[config.mk]
export PLATFORM = sky130hd
export DESIGN_NAME = branch_resolve_unit_flat
export DESIGN_NICKNAME = d
export VERILOG_FILES = /design/src/rtl/branch_resolve_unit_if.sv /design/src/rtl/branch_resolve_unit.sv /design/src/flat_wrapper.sv
export SDC_FILE = /design/constraint.sdc
export NUM_CORES = 1
export LEC_CHECK = 0
export ABC_AREA = 1
export CORE_UTILIZATION = 55
export DETAILED_ROUTE_END_ITERATION = 16
export HOLD_SLACK_MARGIN = 0.02
export PLACE_DENSITY_LB_ADDON = 0.3
export RECOVER_POWER = 50
export SYNTH_ARGS = -nofsm -noshare
export SYNTH_HDL_FRONTEND = slang
export SYNTH_SLANG_ARGS = --single-unit
[constraint.sdc]
create_clock -name clk -period 2.7 [get_ports clk]
set_clock_uncertainty 0.1 [all_clocks]
set_input_delay 0.675 -clock clk [delete_from_list [all_inputs] [get_ports clk]]
set_output_delay 0.675 -clock clk [all_outputs]
set_load 0.05 [all_outputs]
[src/rtl/branch_resolve_unit_if.sv]
// Bundle between EX/fetch and the branch resolve unit: prediction lookup,
// resolve handshake, redirect handshake, flush and mispredict statistics.
interface branch_resolve_unit_if #(
  parameter int XLEN = 32
);
  logic [XLEN-1:0] fetch_pc;
  logic            predict_taken;
  logic            resolve_valid;
  logic            resolve_ready;
  logic [XLEN-1:0] resolve_pc;
  logic [XLEN-1:0] resolve_target;
  logic            is_branch;
  logic            is_jump;
  logic            cmp_result;
  logic            predicted_taken;
  logic            redirect_valid;
  logic            redirect_ready;
  logic [XLEN-1:0] redirect_pc;
  logic            flush;
  logic [31:0]     mispredict_count;

  modport master (
    output fetch_pc, resolve_valid, resolve_pc, resolve_target, is_branch,
           is_jump, cmp_result, predicted_taken, redirect_ready,
    input  predict_taken, resolve_ready, redirect_valid, redirect_pc, flush,
           mispredict_count
  );

  modport slave (
    input  fetch_pc, resolve_valid, resolve_pc, resolve_target, is_branch,
           is_jump, cmp_result, predicted_taken, redirect_ready,
    output predict_taken, resolve_ready, redirect_valid, redirect_pc, flush,
           mispredict_count
  );
endinterface

[src/rtl/branch_resolve_unit.sv]
// Resolves branches/jumps in EX against the fetch prediction, issues a registered
// PC redirect plus pipeline flush on mispredict, and owns a 2-bit saturating BHT.
module branch_resolve_unit #(
  parameter int XLEN            = 32,
  parameter int BHT_INDEX_WIDTH = 6,
  parameter int FLUSH_CYCLES    = 2
) (
  input logic               clk,
  input logic               rst,
  branch_resolve_unit_if.slave bus
);
  localparam int BHT_DEPTH = 1 << BHT_INDEX_WIDTH;
  localparam int CNT_WIDTH = (FLUSH_CYCLES > 1) ? $clog2(FLUSH_CYCLES + 1) : 1;

  typedef enum logic [1:0] {
    IDLE,
    REDIRECT,
    FLUSH
  } state_t;

  state_t                     state, state_d;
  logic [1:0]                 bht [BHT_DEPTH];
  logic                       redirect_valid, redirect_valid_d;
  logic [XLEN-1:0]            redirect_pc, redirect_pc_d;
  logic                       flush, flush_d;
  logic [31:0]                count, count_d;
  logic [CNT_WIDTH-1:0]       flush_cnt, flush_cnt_d;

  logic [BHT_INDEX_WIDTH-1:0] fetch_idx, resolve_idx;
  logic                       accept, actual, mispredict, train;
  logic [XLEN-1:0]            correct_pc;
  logic [1:0]                 bht_cur, bht_next;

  assign fetch_idx   = bus.fetch_pc[BHT_INDEX_WIDTH+1:2];
  assign resolve_idx = bus.resolve_pc[BHT_INDEX_WIDTH+1:2];

  assign bus.predict_taken    = bht[fetch_idx][1];
  assign bus.resolve_ready    = (state == IDLE);
  assign bus.redirect_valid   = redirect_valid;
  assign bus.redirect_pc      = redirect_pc;
  assign bus.flush            = flush;
  assign bus.mispredict_count = count;

  assign accept     = bus.resolve_valid & bus.resolve_ready;
  assign actual     = bus.is_jump | (bus.is_branch & bus.cmp_result);
  assign mispredict = (bus.is_branch | bus.is_jump) & (actual != bus.predicted_taken);
  assign correct_pc = actual ? bus.resolve_target : bus.resolve_pc + XLEN'(4);
  assign train      = accept & bus.is_branch & ~bus.is_jump;
  assign bht_cur    = bht[resolve_idx];

  always_comb begin
    bht_next = bht_cur;
    if (actual) begin
      if (bht_cur != 2'b11) bht_next = bht_cur + 2'b01;
    end else begin
      if (bht_cur != 2'b00) bht_next = bht_cur - 2'b01;
    end
  end

  always_comb begin
    state_d          = state;
    redirect_valid_d = redirect_valid;
    redirect_pc_d    = redirect_pc;
    flush_d          = flush;
    count_d          = count;
    flush_cnt_d      = flush_cnt;
    case (state)
      IDLE: begin
        if (accept && mispredict) begin
          state_d          = REDIRECT;
          redirect_valid_d = 1'b1;
          redirect_pc_d    = correct_pc;
          flush_d          = 1'b1;
          count_d          = count + 32'd1;
        end
      end
      REDIRECT: begin
        if (bus.redirect_ready) begin
          redirect_valid_d = 1'b0;
          if (FLUSH_CYCLES > 0) begin
            state_d     = FLUSH;
            flush_cnt_d = CNT_WIDTH'(FLUSH_CYCLES);
          end else begin
            state_d = IDLE;
            flush_d = 1'b0;
          end
        end
      end
      FLUSH: begin
        if (flush_cnt == CNT_WIDTH'(1)) begin
          state_d = IDLE;
          flush_d = 1'b0;
        end else begin
          flush_cnt_d = flush_cnt - CNT_WIDTH'(1);
        end
      end
      default: begin
        state_d          = IDLE;
        redirect_valid_d = 1'b0;
        flush_d          = 1'b0;
      end
    endcase
  end

  // Reset wins over any redirect or flush in flight.
  always_ff @(posedge clk) begin
    if (rst) begin
      state          <= IDLE;
      redirect_valid <= 1'b0;
      redirect_pc    <= '0;
      flush          <= 1'b0;
      count          <= '0;
      flush_cnt      <= '0;
    end else begin
      state          <= state_d;
      redirect_valid <= redirect_valid_d;
      redirect_pc    <= redirect_pc_d;
      flush          <= flush_d;
      count          <= count_d;
      flush_cnt      <= flush_cnt_d;
    end
  end

  // Fetch reads the old counter value when it hits the entry being trained.
  always_ff @(posedge clk) begin
    if (rst) begin
      for (int i = 0; i < BHT_DEPTH; i++) bht[i] <= 2'b01;
    end else if (train) begin
      bht[resolve_idx] <= bht_next;
    end
  end
endmodule

[src/flat_wrapper.sv]
// flat-port wrapper written by rule: the top's interface ports become plain ports
module branch_resolve_unit_flat 
#(
  parameter int XLEN            = 32,
  parameter int BHT_INDEX_WIDTH = 6,
  parameter int FLUSH_CYCLES    = 2
)
  (clk, rst, bus_fetch_pc, bus_resolve_valid, bus_resolve_pc, bus_resolve_target, bus_is_branch, bus_is_jump, bus_cmp_result, bus_predicted_taken, bus_redirect_ready, bus_predict_taken, bus_resolve_ready, bus_redirect_valid, bus_redirect_pc, bus_flush, bus_mispredict_count);
  branch_resolve_unit_if #(.XLEN(XLEN)) bus_i ();
  input logic clk;
  input logic rst;
  input wire logic [$bits(bus_i.fetch_pc)-1:0] bus_fetch_pc;
  input wire logic [$bits(bus_i.resolve_valid)-1:0] bus_resolve_valid;
  input wire logic [$bits(bus_i.resolve_pc)-1:0] bus_resolve_pc;
  input wire logic [$bits(bus_i.resolve_target)-1:0] bus_resolve_target;
  input wire logic [$bits(bus_i.is_branch)-1:0] bus_is_branch;
  input wire logic [$bits(bus_i.is_jump)-1:0] bus_is_jump;
  input wire logic [$bits(bus_i.cmp_result)-1:0] bus_cmp_result;
  input wire logic [$bits(bus_i.predicted_taken)-1:0] bus_predicted_taken;
  input wire logic [$bits(bus_i.redirect_ready)-1:0] bus_redirect_ready;
  output wire logic [$bits(bus_i.predict_taken)-1:0] bus_predict_taken;
  output wire logic [$bits(bus_i.resolve_ready)-1:0] bus_resolve_ready;
  output wire logic [$bits(bus_i.redirect_valid)-1:0] bus_redirect_valid;
  output wire logic [$bits(bus_i.redirect_pc)-1:0] bus_redirect_pc;
  output wire logic [$bits(bus_i.flush)-1:0] bus_flush;
  output wire logic [$bits(bus_i.mispredict_count)-1:0] bus_mispredict_count;
  assign bus_i.fetch_pc = bus_fetch_pc;
  assign bus_i.resolve_valid = bus_resolve_valid;
  assign bus_i.resolve_pc = bus_resolve_pc;
  assign bus_i.resolve_target = bus_resolve_target;
  assign bus_i.is_branch = bus_is_branch;
  assign bus_i.is_jump = bus_is_jump;
  assign bus_i.cmp_result = bus_cmp_result;
  assign bus_i.predicted_taken = bus_predicted_taken;
  assign bus_i.redirect_ready = bus_redirect_ready;
  assign bus_predict_taken = bus_i.predict_taken;
  assign bus_resolve_ready = bus_i.resolve_ready;
  assign bus_redirect_valid = bus_i.redirect_valid;
  assign bus_redirect_pc = bus_i.redirect_pc;
  assign bus_flush = bus_i.flush;
  assign bus_mispredict_count = bus_i.mispredict_count;
  branch_resolve_unit #(.XLEN(XLEN), .BHT_INDEX_WIDTH(BHT_INDEX_WIDTH), .FLUSH_CYCLES(FLUSH_CYCLES)) u_core (.clk(clk), .rst(rst), .bus(bus_i));
endmodule
==> flow_summary.json <==
{
  "synth_xor_area_frac": 0.0151,
  "min_period_ps": 2750,
  "gp_congestion": 0.946,
  "power_mw": 7.50,
  "ir_worst_vdd_mv": 0.449,
  "slew_viol_final": 0,
  "synthTopCellsByCount": "463 x nand2_1, 229 x nor2_1, 201 x inv_1",
  "antenna_found_initial": 2,
  "ctsRootBufferMaster": "clkbuf_16",
  "fin_crit_sh": 1.02,
  "async_flop_share": 0,
  "yosysMostFrequentCell": "nand2_1",
  "grt.overflow.total": 0,
  "leakagePower_nw": 6.26,
  "postLayoutCellArea_um2": 15100,
  "drc_errors": 0,
  "critPathArrivalTime_ps": 1980,
  "dieArea_um2": 21600,
  "max_freq_mhz": 363,
  "crit_type": "in2out",
  "htreeDepth": 4,
  "ys_ff_latch": 198,
  "avgSynthCellArea_um2": 7.09,
  "wl_met3_um": 4250,
  "yosys_warnings": 0,
  "timing.rr.start": "u_core.state[0]$_SDFFE_PP0P_",
  "finalHoldViolations": 0,
  "violations": "setup timing",
  "setup_ws_ps": -54.6,
  "dr.max_layer_used": "met4",
  "numClockSinks": 198,
  "drive_gt1_frac": 0.116,
  "start_util": 0.567,
  "finalWirelength_um": 37900,
  "end_kind": "primary output",
  "fin_util": 0.737,
  "met1_length_um": 13900,
  "wl_met2_um": 18000,
  "crit_start": "bus_fetch_pc[2]",
  "synth_top_family_by_area": "simple AND/OR/NAND/NOR gates",
  "drt_iter0_markers": 1716,
  "first_pass_iters": 6,
  "grt_start_max_net_pins": 48,
  "path_max_fanout": 14,
  "synthToLayoutAreaGrowth_pct": 30.2,
  "fp.dieW_um": 147,
  "setup_viol": 1,
  "netlist_area_um2": 11600,
  "min_path_type": "reg2reg",
  "postRouteAntennaNets": 0,
  "syn_inst": 1633,
  "synth_ff_type": "edfxtp_1",
  "synth-compound-area-share": 0.103,
  "io_pins": 172,
  "synth_top_area_frac": 0.332,
  "fp-row-count": 52,
  "nNetsFinal": 1962,
  "synth_area_leaders": "edfxtp_1 33%, nand2_1 15%, dfxtp_1 12%",
  "required_ps": 1920,
  "path_clk_slew_ps": 70,
  "io_buffer_count": 145,
  "rsz0062_at_grt": "true",
  "synthSimpleGateAreaFrac": 0.320,
  "dp.cells": 2094,
  "track_usage": 0.340,
  "p_per_area_nw_per_um2": 498,
  "fin_tns_setup_ps": -54.6,
  "critPathLaunchType": "input port",
  "ys_seq_area_frac": 0.453,
  "routed-via-count": 12196,
  "grt_pass1_wl_um": 57000,
  "synth.distinct_cells": 38,
  "cts.path.max_buffers": 2,
  "syn_nets": 1740,
  "outcome": "complete, but fails checks",
  "fin_hold_ws_ps": 360,
  "max_stage_delay_ps": 230,
  "crit_end": "bus_predict_taken",
  "dp_hpwl_um": 25300,
  "insertion_delay_ps": 450,
  "slew_headroom": 0.313,
  "crit_path_cell_trace": "buf_12 -> buf_8 -> a21oi_1 -> o21ai_2 -> o21ai_0 -> o211ai_1 -> nand3_1 -> nand3_1 -> nand2_2 -> buf_8",
  "wire_per_inst_um": 17.7,
  "synth_edf_count": 128,
  "tightest_slew_ps": 1030,
  "slowest_stage": "a21oi_1",
  "core_region_area_um2": 20400,
  "cts_buffers": 17,
  "hold_buffers": 0,
  "synth_fa_ha_area_frac": 0.00324,
  "grt_pass1_vias": 11113,
  "timing.rr.end": "u_core.bht[0][1]$_SDFFCE_PN0P_",
  "dpl_cell_area_um2": 14100,
  "vias_per_cell": 5.70,
  "reg2reg_slack_ps": 230,
  "dp_slack_ps": -549,
  "fin_cells": 2140,
  "synth_mux_area_frac": 0,
  "yosys.area.top_type": "edfxtp_1",
  "cap_violations": 0,
  "cts_tree": "built",
  "r2r_cells": 10,
  "fp.dieH_um": 147
}
==> per-layer routing <==
layer | GRT usage | vias to the layer above
met5 | 0 | -
met4 | 0.166 | 0
met3 | 0.0534 | 173
met2 | 0.550 | 787
met1 | 0.444 | 5509
li1 | - | 5727
==> worst min path at each step <==
| stage | end | start | cells after the start | slack (ps) |
|---|---|---|---|---|
| 6_report | u_core.bus.redirect_pc[25]$_SDFFE_PP0P_ | u_core.bus.redirect_pc[25]$_SDFFE_PP0P_ | 2 | 360 |
| 5_1_grt | u_core.bus.redirect_pc[31]$_SDFFE_PP0P_ | u_core.bus.redirect_pc[31]$_SDFFE_PP0P_ | 2 | 380 |
| 4_1_cts | u_core.bus.redirect_pc[25]$_SDFFE_PP0P_ | u_core.bus.redirect_pc[25]$_SDFFE_PP0P_ | 2 | 370 |
| 3_5_place_dp | u_core.bus.redirect_pc[19]$_SDFFE_PP0P_ | u_core.bus.redirect_pc[19]$_SDFFE_PP0P_ | 2 | 360 |
| 3_3_place_gp | u_core.bus.redirect_pc[24]$_SDFFE_PP0P_ | u_core.bus.redirect_pc[24]$_SDFFE_PP0P_ | 2 | 350 |
| 2_1_floorplan | u_core.flush_cnt[1]$_SDFFE_PP0P_ | u_core.flush_cnt[1]$_SDFFE_PP0P_ | 2 | 400 |
==> cell usage in the layout, fill, tap and decap left out, types with 7 or more instances in the layout <==
cell type / netlist / final
nand2_1: 463 / 458
nor2_1: 229 / 225
inv_1: 201 / 201
nand3_1: 138 / 136
edfxtp_1: 128 / 128
buf_4: 18 / 84
a21oi_1: 87 / 81
clkdlybuf4s50_1: 0 / 77
dfxtp_1: 70 / 70
o21ai_0: 93 / 66
dlygate4sd3_1: 0 / 58
nor3_1: 29 / 29
clkbuf_16: 0 / 24
o21ai_1: 4 / 22
o211ai_1: 22 / 22
nand4_1: 17 / 17
buf_12: 0 / 15
xnor2_1: 12 / 12
o21ai_2: 0 / 9
buf_6: 6 / 9
inv_2: 9 / 8
xor2_1: 8 / 8
clkbuf_1: 40 / 7
==> where the power goes <==
part	switching, mW	internal [mW]	total (mW)
Clock	1.17	1.38	2.55
Sequential	0.0488	3.29	3.34
Combinational	1.00	0.609	1.61
==> critical path, delay by kind of cell <==
kind / cells / cell delay (ps)
buffers and inverters: 3 / 430
AND/OR/NAND/NOR: 3 / 290
AO/OA/AOI/OAI: 4 / 560
==> cell families after synthesis <==
logic type	after synthesis
AOI/OAI and AO/OA	220
xor gates and xnor gates	20
adders and majority gates	3
buffers and inverters	291
DFF	198
and+or+nand+nor	901
==> timing repair <==
item                                    in CTS  in global routing
pin swaps                                   10                 22
gates cloned                                 4                  7
setup buffers                                0                  1
endpoints found under the setup margin     131                136
resized for setup                           51                 59
==> sequential cells by signal, summed over array words and instances (netlist names) <==
| name | flops |
|---|---|
| u_core.state | 2 |
| u_core.bht | 128 |
| u_core.bus.flush | 1 |
| u_core.bus.redirect_pc | 32 |
| u_core.flush_cnt | 2 |
| u_core.bus.mispredict_count | 32 |
| u_core.bus.redirect_valid | 1 |
==> layout make-up <==
cell class / count / area (µm²)
clock inverter: 12 / 104
sequential: 198 / 5250
fill: 1507 / 5360
inverter: 212 / 803
tap: 270 / 338
antenna: 2 / 5.00
timing repair buffer: 282 / 2840
clock buffer: 20 / 479
multi-input combinational: 1144 / 5250
Power figures use the tool's default switching activity.
